===== src/rtl/tdes_pass_sequencer_if.sv =====
`default_nettype none
// ============================================================================
// tdes_pass_sequencer_if : slave-controller and DES-core signals of the TDES
// pass sequencer (slave = sequencer side, master = environment side).
// Revision 1.0
// ============================================================================
interface tdes_pass_sequencer_if;
    logic        enable;
    logic        encryptionType;
    logic [63:0] data;
    logic [63:0] key1;
    logic [63:0] key2;
    logic [63:0] key3;
    logic        core_start;
    logic        core_decrypt;
    logic [63:0] core_key;
    logic [63:0] core_din;
    logic [63:0] core_dout;
    logic        core_done;
    logic        busy;
    logic        outputEnable;
    logic [63:0] outputData;
    logic        error;

    modport slave (
        input  enable, encryptionType, data, key1, key2, key3, core_dout, core_done,
        output core_start, core_decrypt, core_key, core_din, busy, outputEnable,
               outputData, error
    );

    modport master (
        output enable, encryptionType, data, key1, key2, key3, core_dout, core_done,
        input  core_start, core_decrypt, core_key, core_din, busy, outputEnable,
               outputData, error
    );
endinterface
`default_nettype wire


===== src/rtl/tdes_pass_sequencer.sv =====
`default_nettype none
// ============================================================================
// tdes_pass_sequencer : runs one shared DES core through the three TDES passes.
// Optional WAIT timeout enabled by macro TDES_TIMEOUT_EN.
// Revision 1.0
// ============================================================================
module tdes_pass_sequencer #(
    parameter int TIMEOUT_CYCLES = 255
) (
    input  logic                        HCLK,
    input  logic                        HRESET,
    tdes_pass_sequencer_if.slave        tdes_io
);

    typedef enum logic [1:0] {
        ST_IDLE  = 2'd0,
        ST_ISSUE = 2'd1,
        ST_WAIT  = 2'd2
    } state_t;

    if (TIMEOUT_CYCLES < 2) begin : g_timeout_range
        $error("TIMEOUT_CYCLES must be at least 2");
    end

    state_t      state_q, state_d;
    logic [1:0]  pass_q, pass_d;
    logic        enc_q, enc_d;
    logic [63:0] key1_q, key1_d;
    logic [63:0] key2_q, key2_d;
    logic [63:0] key3_q, key3_d;
    logic        core_decrypt_q, core_decrypt_d;
    logic [63:0] core_key_q, core_key_d;
    // core_din_q holds the latched block for pass 0 and the intermediate afterwards
    logic [63:0] core_din_q, core_din_d;
    logic        out_en_q, out_en_d;
    logic [63:0] out_data_q, out_data_d;

`ifdef TDES_TIMEOUT_EN
    localparam int CNT_W = ($clog2(TIMEOUT_CYCLES) > 8) ? $clog2(TIMEOUT_CYCLES) : 8;
    localparam logic [CNT_W-1:0] CNT_LAST = CNT_W'(TIMEOUT_CYCLES - 1);
    logic [CNT_W-1:0] wait_cnt_q, wait_cnt_d;
    logic             error_q, error_d;
`endif

    // Encrypt is E-D-E with keys 1,2,3; decrypt is D-E-D with keys 3,2,1.
    function automatic logic pass_is_decrypt(input logic enc, input logic [1:0] p);
        return enc ? (p == 2'd1) : (p != 2'd1);
    endfunction

    function automatic logic [63:0] pass_key(input logic enc, input logic [1:0] p,
                                             input logic [63:0] k1, input logic [63:0] k2,
                                             input logic [63:0] k3);
        if (p == 2'd1)
            return k2;
        else if ((p == 2'd0) == enc)
            return k1;
        else
            return k3;
    endfunction

    always_comb begin
        state_d        = state_q;
        pass_d         = pass_q;
        enc_d          = enc_q;
        key1_d         = key1_q;
        key2_d         = key2_q;
        key3_d         = key3_q;
        core_decrypt_d = core_decrypt_q;
        core_key_d     = core_key_q;
        core_din_d     = core_din_q;
        out_en_d       = out_en_q;
        out_data_d     = out_data_q;
`ifdef TDES_TIMEOUT_EN
        wait_cnt_d     = wait_cnt_q;
        error_d        = error_q;
`endif
        case (state_q)
            ST_IDLE: begin
                if (tdes_io.enable) begin
                    state_d        = ST_ISSUE;
                    pass_d         = 2'd0;
                    enc_d          = tdes_io.encryptionType;
                    key1_d         = tdes_io.key1;
                    key2_d         = tdes_io.key2;
                    key3_d         = tdes_io.key3;
                    core_din_d     = tdes_io.data;
                    core_decrypt_d = pass_is_decrypt(tdes_io.encryptionType, 2'd0);
                    core_key_d     = pass_key(tdes_io.encryptionType, 2'd0, tdes_io.key1,
                                              tdes_io.key2, tdes_io.key3);
                    out_en_d       = 1'b0;
                    out_data_d     = '0;
`ifdef TDES_TIMEOUT_EN
                    error_d        = 1'b0;
`endif
                end
            end
            ST_ISSUE: begin
                state_d = ST_WAIT;
`ifdef TDES_TIMEOUT_EN
                wait_cnt_d = '0;
`endif
            end
            ST_WAIT: begin
                if (tdes_io.core_done) begin
                    if (pass_q != 2'd2) begin
                        pass_d         = pass_q + 2'd1;
                        core_din_d     = tdes_io.core_dout;
                        core_decrypt_d = pass_is_decrypt(enc_q, pass_q + 2'd1);
                        core_key_d     = pass_key(enc_q, pass_q + 2'd1, key1_q, key2_q, key3_q);
                        state_d        = ST_ISSUE;
                    end else begin
                        out_data_d = tdes_io.core_dout;
                        out_en_d   = 1'b1;
                        state_d    = ST_IDLE;
                    end
                end
`ifdef TDES_TIMEOUT_EN
                else if (wait_cnt_q == CNT_LAST) begin
                    error_d = 1'b1;
                    state_d = ST_IDLE;
                end else begin
                    wait_cnt_d = wait_cnt_q + 1'b1;
                end
`endif
            end
            default: state_d = ST_IDLE;
        endcase
    end

    always_ff @(posedge HCLK or negedge HRESET) begin
        if (!HRESET) begin
            state_q        <= ST_IDLE;
            pass_q         <= 2'd0;
            enc_q          <= 1'b0;
            key1_q         <= '0;
            key2_q         <= '0;
            key3_q         <= '0;
            core_decrypt_q <= 1'b0;
            core_key_q     <= '0;
            core_din_q     <= '0;
            out_en_q       <= 1'b0;
            out_data_q     <= '0;
`ifdef TDES_TIMEOUT_EN
            wait_cnt_q     <= '0;
            error_q        <= 1'b0;
`endif
        end else begin
            state_q        <= state_d;
            pass_q         <= pass_d;
            enc_q          <= enc_d;
            key1_q         <= key1_d;
            key2_q         <= key2_d;
            key3_q         <= key3_d;
            core_decrypt_q <= core_decrypt_d;
            core_key_q     <= core_key_d;
            core_din_q     <= core_din_d;
            out_en_q       <= out_en_d;
            out_data_q     <= out_data_d;
`ifdef TDES_TIMEOUT_EN
            wait_cnt_q     <= wait_cnt_d;
            error_q        <= error_d;
`endif
        end
    end

    assign tdes_io.core_start   = (state_q == ST_ISSUE);
    assign tdes_io.busy         = (state_q != ST_IDLE);
    assign tdes_io.core_decrypt = core_decrypt_q;
    assign tdes_io.core_key     = core_key_q;
    assign tdes_io.core_din     = core_din_q;
    assign tdes_io.outputEnable = out_en_q;
    assign tdes_io.outputData   = out_data_q;
`ifdef TDES_TIMEOUT_EN
    assign tdes_io.error        = error_q;
`else
    assign tdes_io.error        = 1'b0;
`endif

endmodule
`default_nettype wire


===== src/flat_wrapper.sv =====
// flat-port wrapper written by rule: the top's interface ports become plain ports
module tdes_pass_sequencer_flat 
#(
    parameter int TIMEOUT_CYCLES = 255
)
  (HCLK, HRESET, tdes_io_enable, tdes_io_encryptionType, tdes_io_data, tdes_io_key1, tdes_io_key2, tdes_io_key3, tdes_io_core_dout, tdes_io_core_done, tdes_io_core_start, tdes_io_core_decrypt, tdes_io_core_key, tdes_io_core_din, tdes_io_busy, tdes_io_outputEnable, tdes_io_outputData, tdes_io_error);
  tdes_pass_sequencer_if tdes_io_i ();
  input  logic HCLK;
  input  logic HRESET;
  input wire logic [$bits(tdes_io_i.enable)-1:0] tdes_io_enable;
  input wire logic [$bits(tdes_io_i.encryptionType)-1:0] tdes_io_encryptionType;
  input wire logic [$bits(tdes_io_i.data)-1:0] tdes_io_data;
  input wire logic [$bits(tdes_io_i.key1)-1:0] tdes_io_key1;
  input wire logic [$bits(tdes_io_i.key2)-1:0] tdes_io_key2;
  input wire logic [$bits(tdes_io_i.key3)-1:0] tdes_io_key3;
  input wire logic [$bits(tdes_io_i.core_dout)-1:0] tdes_io_core_dout;
  input wire logic [$bits(tdes_io_i.core_done)-1:0] tdes_io_core_done;
  output wire logic [$bits(tdes_io_i.core_start)-1:0] tdes_io_core_start;
  output wire logic [$bits(tdes_io_i.core_decrypt)-1:0] tdes_io_core_decrypt;
  output wire logic [$bits(tdes_io_i.core_key)-1:0] tdes_io_core_key;
  output wire logic [$bits(tdes_io_i.core_din)-1:0] tdes_io_core_din;
  output wire logic [$bits(tdes_io_i.busy)-1:0] tdes_io_busy;
  output wire logic [$bits(tdes_io_i.outputEnable)-1:0] tdes_io_outputEnable;
  output wire logic [$bits(tdes_io_i.outputData)-1:0] tdes_io_outputData;
  output wire logic [$bits(tdes_io_i.error)-1:0] tdes_io_error;
  assign tdes_io_i.enable = tdes_io_enable;
  assign tdes_io_i.encryptionType = tdes_io_encryptionType;
  assign tdes_io_i.data = tdes_io_data;
  assign tdes_io_i.key1 = tdes_io_key1;
  assign tdes_io_i.key2 = tdes_io_key2;
  assign tdes_io_i.key3 = tdes_io_key3;
  assign tdes_io_i.core_dout = tdes_io_core_dout;
  assign tdes_io_i.core_done = tdes_io_core_done;
  assign tdes_io_core_start = tdes_io_i.core_start;
  assign tdes_io_core_decrypt = tdes_io_i.core_decrypt;
  assign tdes_io_core_key = tdes_io_i.core_key;
  assign tdes_io_core_din = tdes_io_i.core_din;
  assign tdes_io_busy = tdes_io_i.busy;
  assign tdes_io_outputEnable = tdes_io_i.outputEnable;
  assign tdes_io_outputData = tdes_io_i.outputData;
  assign tdes_io_error = tdes_io_i.error;
  tdes_pass_sequencer #(.TIMEOUT_CYCLES(TIMEOUT_CYCLES)) u_core (.HCLK(HCLK), .HRESET(HRESET), .tdes_io(tdes_io_i));
endmodule

===== config.mk =====
export PLATFORM = sky130hd
export DESIGN_NAME = tdes_pass_sequencer_flat
export DESIGN_NICKNAME = d
export VERILOG_FILES = /design/src/rtl/tdes_pass_sequencer_if.sv /design/src/rtl/tdes_pass_sequencer.sv /design/src/flat_wrapper.sv
export SDC_FILE = /design/constraint.sdc
export NUM_CORES = 1
export LEC_CHECK = 0
export BUFFER_PORTS_ARGS = -buffer_cell sky130_fd_sc_hd__buf_2
export CAP_MARGIN = 20
export CORE_AREA = 2 2 202 204
export DETAILED_ROUTE_END_ITERATION = 8
export DIE_AREA = 0 0 204 206
export PLACE_DENSITY_LB_ADDON = 0.08
export REMOVE_ABC_BUFFERS = 1
export SETUP_SLACK_MARGIN = 0.5
export SLEW_MARGIN = 5
export SYNTH_ARGS = -nofsm -noshare
export SYNTH_HDL_FRONTEND = slang
export SYNTH_SLANG_ARGS = --single-unit

===== constraint.sdc =====
create_clock -name HCLK -period 3 [get_ports HCLK]
set_input_delay 0.45 -clock HCLK [delete_from_list [all_inputs] [get_ports HCLK]]
set_output_delay 0.45 -clock HCLK [all_outputs]
set_load 0.05 [all_outputs]

==> metrics.md, run 1 <==
| Metric | Value |
|---|---|
| Final nets | 2442 |
| Vias in the first global route | 14200 |
| Sequential element share of the synthesized area | a little under three fifths |
| Fillers | 3741 |
| Worst Max-Slew Pin Slew | 0.804 ns |
| Largest fanout on the critical path | 14 |
| Clk buf depth | 3 |
| Worst R2R Setup Slack | around 0.74 ns |
| DRT antenna net count | 0 |
| Routed WL | 54.3 mm |
| GRT met1 Usage | 31.6% |
| DR pass1 iterations | 5 |
| Hold Crit Depth | 2 |
| First-pass GRT wire length | 82.4 mm |
| Peak Freq | 442 MHz |
| Port Buffer Count | 520 |
| Worst Setup Start Kind | flip-flop |
| CTS H-tree depth | 2 |
| Status | completed |
| Share of cells above drive strength 1 | 38.5% |
| Hold crit path type | primary input to flip-flop |
| Total gr overflow | 0 |
| Final non-filler cell total | 2697 |
| Synth top area share | 56.3% |
| GRT busiest layer | met2 |
| GP Congestion | 0.837 |
| Initial antenna violation count | 26 |
| Leak | 10.2 nW |
| Width of the die | 204 um |
| CTS resizes | 0 |
| CTS tree | built |
| Met3 usage | between 7 and 8% |
| Worst slack at placement | 0.592 ns |
| Height of the die | 206 um |
| Routed WL per cell | 20.1 um |
| Crit path capture type | flip-flop |
| Vias per cell | 5.33 |
| PD cells | 1320 nW/um^2 |
| Top cells by area, synth | dfrtp_1 (56%), mux2_2 (12%), nand2_1 (8.3%) |
| Post-Route Skew | roughly 0.0085 ns |
| Initial Util | 43.3% |
| RSZ-0062 raised after global routing | false |
| Hold Startpoint | tdes_io_key2[53] |
| Met2 usage | a little over 40% |
| Final worst-path cycle share | around three quarters |
| Row count | 74 |
| Detailed-route DRC error count | 0 |
| Syn Inst Count | 1646 |
| Finished Core Util | 55.0% |
| Pins Over Slew Limit | 0 |
| Core region area | 40200 um^2 |
| Average size of a mapped cell | 10.6 um^2 |
| Synth area leader | dfrtp_1 |
| Layout area overhead | 27.2% |
| Placed cell count | 2598 |
| Critical setup path kind | flip-flop to flip-flop |
| Netlist Area Pre-Place | 17400 um^2 |
| Setup TNS Final | 0 ns |
| Die ar. | 42000 um^2 |
| Via count | 14400 |
| Area of the multi-input gates | 7090 um^2 |
| Root Buffer | clkbuf_16 |
| Gr usage total | around a quarter |
| IO Count | 522 |
| Crit path DAT | 2.76 ns |
| MaxCap Viol Count | 0 |
| R2r worst-path depth | 6 |
| Ys Warns | 0 |
| Sequential cell area | around 9800 um^2 |
| Tmin final | 2.26 ns |
| Yosys reg bits | 391 |
| RR Startpoint | u_core.pass_q[1]$_DFFE_PN0P_ |
| Post-DP HPWL | 36.6 mm |
| Worst-path clk slew | ~0.06 ns |
| Clock Latency Late Sink | 0.56 ns |
| Worst setup margin | 0.737 ns |
| Worst slew margin relative to its limit | between 40% and 50% |
| Peak VDD IR | 0.859 mV |
| Setup violations, final | 0 |
| WP data required | ~3.5 ns |
| Reg2reg end | u_core.tdes_io.core_key[63]$_DFFE_PN0P_ |
| Clock sinks | 391 |
| Largest net degree at the start of global routing | 140 |
| Starting DRC count in detailed routing | around 890 |
| Hold Path End | u_core.key2_q[53]$_DFFE_PN0P_ |
| Postcts setup bufs | 0 |
| Distinct cell type count after synthesis | 28 |
| Final Hold Vio Count | 0 |
| CTS buffer count | 43 |
-- placed cells by master (no fill, tap or decap), drive strengths merged, types with 2 or more instances in the layout --
cell    count
buf       557
dfrtp     391
nand2     384
o21ai     194
mux2      193
a31oi     128
clkbuf     67
nor2       66
mux2i      64
o22a       64
diode      17
clkinv      9
inv         4
nand3       3
ha          3
xnor2       3
a21oi       2
bufinv      2
nor2b       2
nand2b      2
-- cells in the mapped netlist --
master	count
xnor2_2	1
a31o_2	1
ha_1	3
nor2b_1	2
a21oi_1	2
mux2i_1	64
mux2_2	193
conb_1	1
nor3b_2	1
dfrtp_1	391
or2_2	1
xor2_2	1
nor2_1	66
o22a_1	64
o21bai_1	1
nand2b_1	2
nand2_1	384
a21o_1	1
xnor2_1	1
buf_2	41
clkbuf_1	89
inv_1	4
a31oi_1	128
buf_1	3
a32o_1	1
o21ai_0	194
buf_4	3
nand3_1	3
-- metrics by stage --
step / hold WS, ns / instance area [um^2] / power [mW]
finish: 0.122 / 22100 / 29.2
global route: 0.105 / 22100 / 30.9
CTS: 0.0875 / 22000 / 29.4
detailed placement: 0.465 / 20600 / 24.0
global placement: 0.458 / 20600 / 23.8
floorplan: 0.154 / 16800 / 19.4
-- worst max-delay path by stage --
stage                             startpoint                                 endpoint  slack (ns)
6_report        u_core.pass_q[1]$_DFFE_PN0P_  u_core.tdes_io.core_key[63]$_DFFE_PN0P_        0.74
5_1_grt         u_core.pass_q[1]$_DFFE_PN0P_  u_core.tdes_io.core_key[49]$_DFFE_PN0P_        0.65
4_1_cts         u_core.pass_q[1]$_DFFE_PN0P_  u_core.tdes_io.core_key[63]$_DFFE_PN0P_        0.60
3_5_place_dp    u_core.pass_q[1]$_DFFE_PN0P_  u_core.tdes_io.core_key[63]$_DFFE_PN0P_        0.59
3_3_place_gp    u_core.pass_q[1]$_DFFE_PN0P_  u_core.tdes_io.core_key[49]$_DFFE_PN0P_        0.67
2_1_floorplan  u_core.state_q[1]$_DFFE_PN0P_   u_core.tdes_io.core_key[0]$_DFFE_PN0P_       -9.14
-- registers in the layout, summed over array words and instances (netlist names) --
register	flops
u_core.key1_q	64
u_core.key2_q	64
u_core.key3_q	64
u_core.tdes_io.core_din	64
u_core.tdes_io.core_key	64
u_core.tdes_io.outputData	64
u_core.pass_q	2
u_core.state_q	2
u_core.enc_q	1
u_core.tdes_io.core_decrypt	1
u_core.tdes_io.outputEnable	1
-- report_power, final --
group          internal, mW  switching, mW
clock                  3.17           2.17
sequential             7.99           1.43
combinational          4.40           10.1
total                  15.6           13.7
-- area by class of cell --
cell class / instances / area share (%)
multi-input cells: 1116 / 32.1
flip-flops and latches: 391 / 44.2
diodes: 17 / 0.192
clock inverters: 12 / 0.526
repair buffers: 558 / 14.0
well taps: 532 / 3.01
clock buffers: 67 / 5.92
inverters: 4 / 0.0792
-- metal layers --
metal / vias up / part of all wire, %
li1: 6718 / -
met1: 7121 / 41
met2: 414 / 48
met3: 101 / 7.4
met4: 20 / 3.1
met5: - / 0.24
-- critical path, stage by stage (launching register included) --
cell	delay, ns
dfrtp_1	0.40
ha_1	0.38
xnor2_4	0.61
buf_4	0.35
nand2_1	0.09
a31oi_1	0.19
o22a_1	0.16
-- cells by family after synthesis --
family	synth area share, %
compound gates	13.7
xor+xnor	0.237
fa+ha+maj	0.216
buf+inv	3.38
flops	56.3
mux	16.2
other cells	0.0216
simple gates	10.0
-- what timing repair did --
action,CTS,global route
hold buffers,1,0
endpoints found under the hold margin,71,0
endpoints found under the setup margin,0,3
(Power assumes the default switching activity.)
==> run 2: changes to the inputs <==
--- a/config.mk
+++ b/config.mk
@@ -5,11 +5,12 @@
 export SDC_FILE = /design/constraint.sdc
 export NUM_CORES = 1
 export LEC_CHECK = 0
+export ABC_AREA = 1
 export BUFFER_PORTS_ARGS = -buffer_cell sky130_fd_sc_hd__buf_2
 export CAP_MARGIN = 20
-export CORE_AREA = 2 2 202 204
+export CORE_AREA = 2 2 200 202
 export DETAILED_ROUTE_END_ITERATION = 8
-export DIE_AREA = 0 0 204 206
+export DIE_AREA = 0 0 202 204
 export PLACE_DENSITY_LB_ADDON = 0.08
 export REMOVE_ABC_BUFFERS = 1
 export SETUP_SLACK_MARGIN = 0.5
==> constraint.sdc (replaced) <==
create_clock -name HCLK -period 1.9 [get_ports HCLK]
set_input_delay 0.285 -clock HCLK [delete_from_list [all_inputs] [get_ports HCLK]]
set_output_delay 0.285 -clock HCLK [all_outputs]
set_load 0.05 [all_outputs]
==> metrics.md, run 2 <==
| Metric | Value |
|---|---|
| Initial Util | 47.5% (+4.2 points) |
| CP top delay family | flip-flops |
| Hold crit path type | primary input to flip-flop |
| First-pass GRT wire length | 108 mm (+31%) |
| Fillers | 2977 (-20%) |
| Root Buffer | clkbuf_16 |
| Cell Chain, Critical Path | nor2_4 -> buf_6 -> inv_4 -> buf_12 |
| RSZ-0062 raised after global routing | true |
| Status | completed |
| MaxCap Viol Count | 0 (unchanged) |
| PD cells | 1990 nW/um^2 (+51%) |
| Worst Max-Slew Pin Slew | 0.540 ns (-0.264 ns) |
| Sequential element share of the synthesized area | 52.5% (-3.7 points) |
| Hold Slack | 0.0158 ns (-0.106 ns) |
| Vias in the first global route | 19400 (+36%) |
| CTS H-tree depth | 2 (unchanged) |
| Buffers plus inverters on the worst setup path | 3 (+2) |
| M1 wire length | 29.5 mm (+33%) |
| CP startpoint | u_core.state_q[1]$_DFFE_PN0P_ |
| IO Count | 522 (unchanged) |
| Ys Warns | 0 (unchanged) |
| Clock Latency Late Sink | 0.58 ns (+0.02 ns) |
| Layout area overhead | 49.9% |
| Main flop type after synthesis | dfrtp_1 |
| Top-count cell post-synth | nand2_1 |
| Initial antenna violation count | 3 (-88%) |
| Row count | 73 (-1.4%) |
| Gr usage total | 33.9% (+8.7 points) |
| Setup violations, final | 0 (unchanged) |
| RR Startpoint | u_core.pass_q[0]$_DFFE_PN0P_ |
| DRT antenna net count | 0 (unchanged) |
| Post-synth ARST share | 100% (unchanged) |
| Post-Route Skew | 0.0204 ns (+0.0119 ns) |
| Final Hold Vio Count | 0 (unchanged) |
| Post-DP HPWL | 41.0 mm (+12%) |
| WL met2 | 38.1 mm (+45%) |
| Top layer in use | met4 |
| Setup TNS Final | 0 ns (unchanged) |
| Final non-filler cell total | 3626 (+34%) |
| Met3 routed WL | 7.10 mm (+76%) |
| Width of the die | 202 um (-0.98%) |
| Peak Freq | 572 MHz |
| DR pass1 iterations | 5 (unchanged) |
| Commonest cells in the netlist | nand2_1 (715), dfrtp_1 (391), a21oi_1 (257) |
| Port Buffer Count | 520 (unchanged) |
| WP data required | 1.62 ns (-1.88 ns) |
| Post-synth EDFFs | 0 (unchanged) |
| Area of the multi-input gates | 7640 um^2 (+7.8%) |
| Critical-path top delay cell | dfrtp_2 |
| GP Congestion | 0.859 (+2.6%) |
| Routed WL | 80.0 mm (+47%) |
| Clock sinks | 391 (unchanged) |
| CTS tree | built |
| Synth area leader | dfrtp_1 |
| Synth top area share | 52.5% (-3.7 points) |
| Largest net degree at the start of global routing | 131 (-6.4%) |
| Pins Over Slew Limit | 0 (unchanged) |
| Via count | 19700 (+37%) |
| Crit path capture type | output pin |
| Commonest cells after routing, fill and taps aside | nand2_1 (699), buf_2 (517), dfrtp_1 (388), dlygate4sd3_1 (280), a21oi_1 (242) |
| Starting DRC count in detailed routing | 1956 (+120%) |
| Core region area | 39200 um^2 (-2.5%) |
| CTS buffer count | 45 (+4.7%) |
| Leak | 14.6 nW (+43%) |
| Worst slew margin relative to its limit | 64.0% (+18 points) |
| Average size of a mapped cell | 8.27 um^2 (-22%) |
| Routed WL per cell | 22.1 um (+9.5%) |
| Critical setup path kind | flip-flop to output pin |
| Crit path DAT | 1.46 ns (-1.30 ns) |
| Worst-path clk slew | 0.06 ns (about the same) |
| Placed cell count | 3202 (+23%) |
| Commonest non-fill, non-tap cell in the layout | nand2_1 |
| Clk buf depth | 3 (unchanged) |
| Worst R2R Setup Slack | 0.16 ns (-0.58 ns) |
| Worst Setup Start Kind | flip-flop |
| Yosys reg bits | 391 (unchanged) |
| Share of cells above drive strength 1 | 29.3% (-9.2 points) |
| Tmin final | ~1.7 ns |
| Hold Startpoint | tdes_io_data[41] |
| Netlist Area Pre-Place | 18600 um^2 (+7.1%) |
| Largest fanout on the critical path | 4 (-10) |
| Sequential cell area | 9790 um^2 (about the same) |
| Top cells by area, synth | dfrtp_1 (53%), nand2_1 (14%), mux2_2 (7.7%) |
| Final worst-path cycle share | 92.0% |
| Syn Inst Count | 2253 (+37%) |
| CP max stage delay | 0.44 ns (-0.17 ns) |
| Distinct cell type count after synthesis | 22 (-21%) |
| Final nets | 3399 (+39%) |
| Die ar. | 41200 um^2 (-1.9%) |
| Height of the die | 204 um (-0.97%) |
| Peak VDD IR | 1.42 mV (+65%) |
| Total gr overflow | 0 (unchanged) |
| Detailed-route DRC error count | 0 (unchanged) |
| Vias per cell | 5.44 (+2.1%) |
==> run 2: cell types whose count changed after synthesis, sizes merged, moves of 64 or more <==
cell	delta
a21oi	+255
a31oi	-128
inv	+201
mux2	-65
mux2i	-64
nand2	+332
nand3	+192
nor2	+67
o21ai	-123
o22a	-64
==> run 2: cells by family after synthesis <==
| logic type | count (synthesis) | synth area share (%) |
|---|---|---|
| buf+inv | 356 | 8.18 |
| compound gates | 329 | 8.85 |
| flops | 391 | 52.5 |
| simple gates | 1045 | 22.5 |
| fa+ha+maj | 3 | 0.202 |
| other cells | 1 | 0.0201 |
| mux | 128 | 7.74 |
==> run 2: timing repair <==
action                                 in CTS  in global routing
pin swaps                                   5                  7
buffers inserted                           12                  3
hold buffers                              280                  0
endpoints found under the hold margin     315                  0
setup endpoints to repair                 577                586
cloned                                     11                 41
resized for setup                          44                119
==> run 2: worst register-to-register path, cell delays in order (launching register included) <==
cell	delay (ns)
dfrtp_1	0.37
inv_2	0.06
ha_4	0.17
a21oi_4	0.17
nand3_4	0.19
buf_12	0.23
clkbuf_16	0.18
nor2_1	0.15
a21oi_1	0.09
==> run 2: area by class of cell <==
cell class / instances / share of cell area, %
clock inverter: 9 / 0.188
clock buffer: 65 / 4.63
antenna: 3 / 0.0269
timing repair inverter: 2 / 0.0941
inverter: 205 / 2.84
tap: 525 / 2.35
sequential: 391 / 35.1
timing repair buffer: 920 / 27.4
multi-input combinational: 1506 / 27.4
==> run 2: final timing paths <==
check | end | cells past startpoint
max | tdes_io_busy | 4
min | u_core.tdes_io.core_din[41]$_DFFE_PN0P_ | 5
max reg2reg | u_core.tdes_io.core_key[38]$_DFFE_PN0P_ | 8
min reg2reg | u_core.tdes_io.outputData[27]$_DFFE_PN0P_ | 2
max in group asynchronous | u_core.key1_q[0]$_DFFE_PN0P_ | 3
min in group asynchronous | u_core.key3_q[55]$_DFFE_PN0P_ | 2
==> run 2: routing by layer <==
layer | up-vias | global-route usage [%]
met2 | 1147 | 56.4
met1 | 9458 | 41.6
met4 | 0 | 18.0
met3 | 312 | 7.30
li1 | 8823 | -
met5 | - | 0
==> run 2: report_power, final <==
group	internal, mW	switching, mW	leakage (nW)
clock network	4.69	3.51	0.667
logic	11.2	21.5	9.29
registers	12.5	2.22	4.66
total	28.4	27.2	14.6
==> run 2: stage by stage <==
stage	cell area [um^2]	setup slack, ns	utilization [%]	total power, mW
CTS	26700	0.163	68.1	50.9
global placement	21900	0.137	56.0	39.3
floorplan	17900	-2.60	-	29.0
finish	27900	0.152	71.3	55.6
detailed placement	21900	0.0268	56.0	39.9
global route	27900	0.0740	71.3	58.2
==> run 3: changes to the inputs <==
==> constraint.sdc (replaced) <==
create_clock -name HCLK -period 1.6 [get_ports HCLK]
set_input_delay 0.24 -clock HCLK [delete_from_list [all_inputs] [get_ports HCLK]]
set_output_delay 0.24 -clock HCLK [all_outputs]
set_load 0.05 [all_outputs]
==> metrics.md, run 3 (synthesis results as in run 2) <==
| Metric | Value |
|---|---|
| Status | finished, violations left |
| Failing checks | setup timing |
| RSZ-0062 raised after global routing | true |
| Starting DRC count in detailed routing | 1856 (-5.1%) |
| Setup violations, final | 143 (+143) |
| Routed WL per cell | 21.7 um (-1.5%) |
| Row count | 73 (unchanged) |
| Peak Freq | between 500 and 600 MHz |
| Clock sinks | 391 (unchanged) |
| Commonest non-fill, non-tap cell in the layout | nand2_1 |
| IO Count | 522 (unchanged) |
| Initial Util | 47.5% (unchanged) |
| Final nets | 3469 (+2.1%) |
| Final Hold Vio Count | 0 (unchanged) |
| Vias per cell | 5.49 (+0.81%) |
| Critical setup path kind | flip-flop to flip-flop |
| Pins Over Slew Limit | 0 (unchanged) |
| CTS tree | built |
| Post-DP HPWL | 42.3 mm (+3.2%) |
| Worst Setup Start Kind | flip-flop |
| Height of the die | 204 um (unchanged) |
| Clk buf depth | 3 (unchanged) |
| Final worst-path cycle share | 107% |
| Placed Area | 22300 um^2 (+1.8%) |
| Worst setup margin | -0.116 ns (-0.268 ns) |
| CTS H-tree depth | 2 (unchanged) |
| Crit path DAT | 2.20 ns (+0.74 ns) |
| Via count | 20300 (+2.9%) |
| Largest net degree at the start of global routing | 67 (-49%) |
| Cell area after layout | 30100 um^2 (+7.7%) |
| Port Buffer Count | 520 (unchanged) |
| Tmin final | ~1.7 ns |
| Core region area | 39200 um^2 (unchanged) |
| Commonest cells after routing, fill and taps aside | nand2_1 (616), buf_2 (517), dfrtp_1 (389), dlygate4sd3_1 (307), inv_1 (193) |
| Die ar. | 41200 um^2 (unchanged) |
| Gr usage total | 35.7% (+1.7 points) |
| Share of cells above drive strength 1 | 35.9% (+6.5 points) |
| Vias in the first global route | 20300 (+4.9%) |
| Layout area overhead | 61.5% |
| WP data required | 2.08 ns (+0.46 ns) |
| PD cells | 2320 nW/um^2 (+16%) |
| Worst-path clk slew | 0.06 ns (about the same) |
| Total gr overflow | 0 (unchanged) |
| CTS buffer count | 44 (-2.2%) |
| Hold crit path type | primary input to flip-flop |
| First-pass GRT wire length | 114 mm (+5.1%) |
| Clock Latency Late Sink | 0.56 ns (-0.02 ns) |
| Largest fanout on the critical path | 6 (+2) |
| Peak VDD IR | 2.14 mV (+51%) |
| GP Congestion | 0.869 (+1.1%) |
| Routed WL | 80.4 mm (+0.52%) |
| Initial antenna violation count | 4 (+1) |
| DR pass1 iterations | 6 (+1) |
| Hold Slack | 0.00679 ns (-0.00904 ns) |
| Width of the die | 202 um (unchanged) |
| Post-Route Skew | 0.0164 ns (-0.00405 ns) |
| Leak | 15.5 nW (+6.1%) |
| Detailed-route DRC error count | 0 (unchanged) |
| DRT antenna net count | 0 (unchanged) |
| Crit path capture type | flip-flop |
| MaxCap Viol Count | 0 (unchanged) |
| Root Buffer | clkbuf_16 |
run 3: routing by layer:
metal	track usage [%]	part of all wire (%)
met5	0	0.022
met2	59.1	47
met3	6.54	9.2
met1	43.8	37
met4	21.3	7.2
run 3: timing repair:
| item | in CTS | in global routing |
|---|---|---|
| endpoints found under the setup margin | 586 | 586 |
| hold buffers | 307 | 0 |
| pin swaps | 43 | 88 |
| endpoints found under the hold margin | 365 | 0 |
| resized for setup | 165 | 246 |
| cloned | 34 | 29 |
| buffers inserted | 21 | 7 |
run 3: critical path, stage by stage, from the launching register on:
cell       delay [ns]
dfrtp_1          0.42
buf_6            0.14
ha_4             0.18
buf_12           0.15
nand2_4          0.15
clkbuf_16        0.18
nand3_1          0.10
nand3_1          0.12
nand2_1          0.06
a21oi_1          0.14
run 3: layout make-up:
type	instances	area (um^2)
diodes	4	10.0
clock buffers	65	1310
clock inverters	11	108
fillers	2588	9110
inverters	205	812
multi-input cells	1511	8510
flip-flops and latches	391	9790
well taps	525	657
repair buffers	988	8880
run 3: worst paths after layout:
path	to	depth (start not counted)	from	slack (ns)
min in group asynchronous	u_core.key3_q[46]$_DFFE_PN0P_	2	HRESET	0.21
setup reg to reg	u_core.tdes_io.core_key[51]$_DFFE_PN0P_	9	u_core.pass_q[1]$_DFFE_PN0P_	-0.12
max in group asynchronous	u_core.key2_q[29]$_DFFE_PN0P_	3	HRESET	0.68
hold reg to reg	u_core.tdes_io.core_din[15]$_DFFE_PN0P_	2	u_core.tdes_io.core_din[15]$_DFFE_PN0P_	0.47
hold / removal	u_core.tdes_io.core_din[33]$_DFFE_PN0P_	5	tdes_io_data[33]	0.007
setup / recovery	u_core.tdes_io.core_key[51]$_DFFE_PN0P_	9	u_core.pass_q[1]$_DFFE_PN0P_	-0.12
run 3: stage by stage:
step / total power, mW / setup slack (ns) / instances / util (%) / setup TNS (ns)
2_1_floorplan: 36.3 / -2.90 / 2102 / - / -795.17
3_3_place_gp: 47.6 / -0.0334 / 3222 / 57.0 / -0.800
3_5_place_dp: 48.3 / -0.0862 / 3222 / 57.0 / -5.57
4_1_cts: 64.5 / -0.0677 / 3660 / 72.8 / -1.76
5_1_grt: 72.7 / -0.169 / 3698 / 76.7 / -14.71
6_report: 69.6 / -0.116 / 3700 / 76.7 / -5.91
run 3: report_power, final:
group          internal (mW)  total (mW)  switching, mW  leakage (nW)
clock network           5.96        10.2           4.20         0.704
logic                   15.3        41.7           26.4          10.1
registers               14.9        17.8           2.95          4.66
total                   36.1        69.6           33.6          15.5
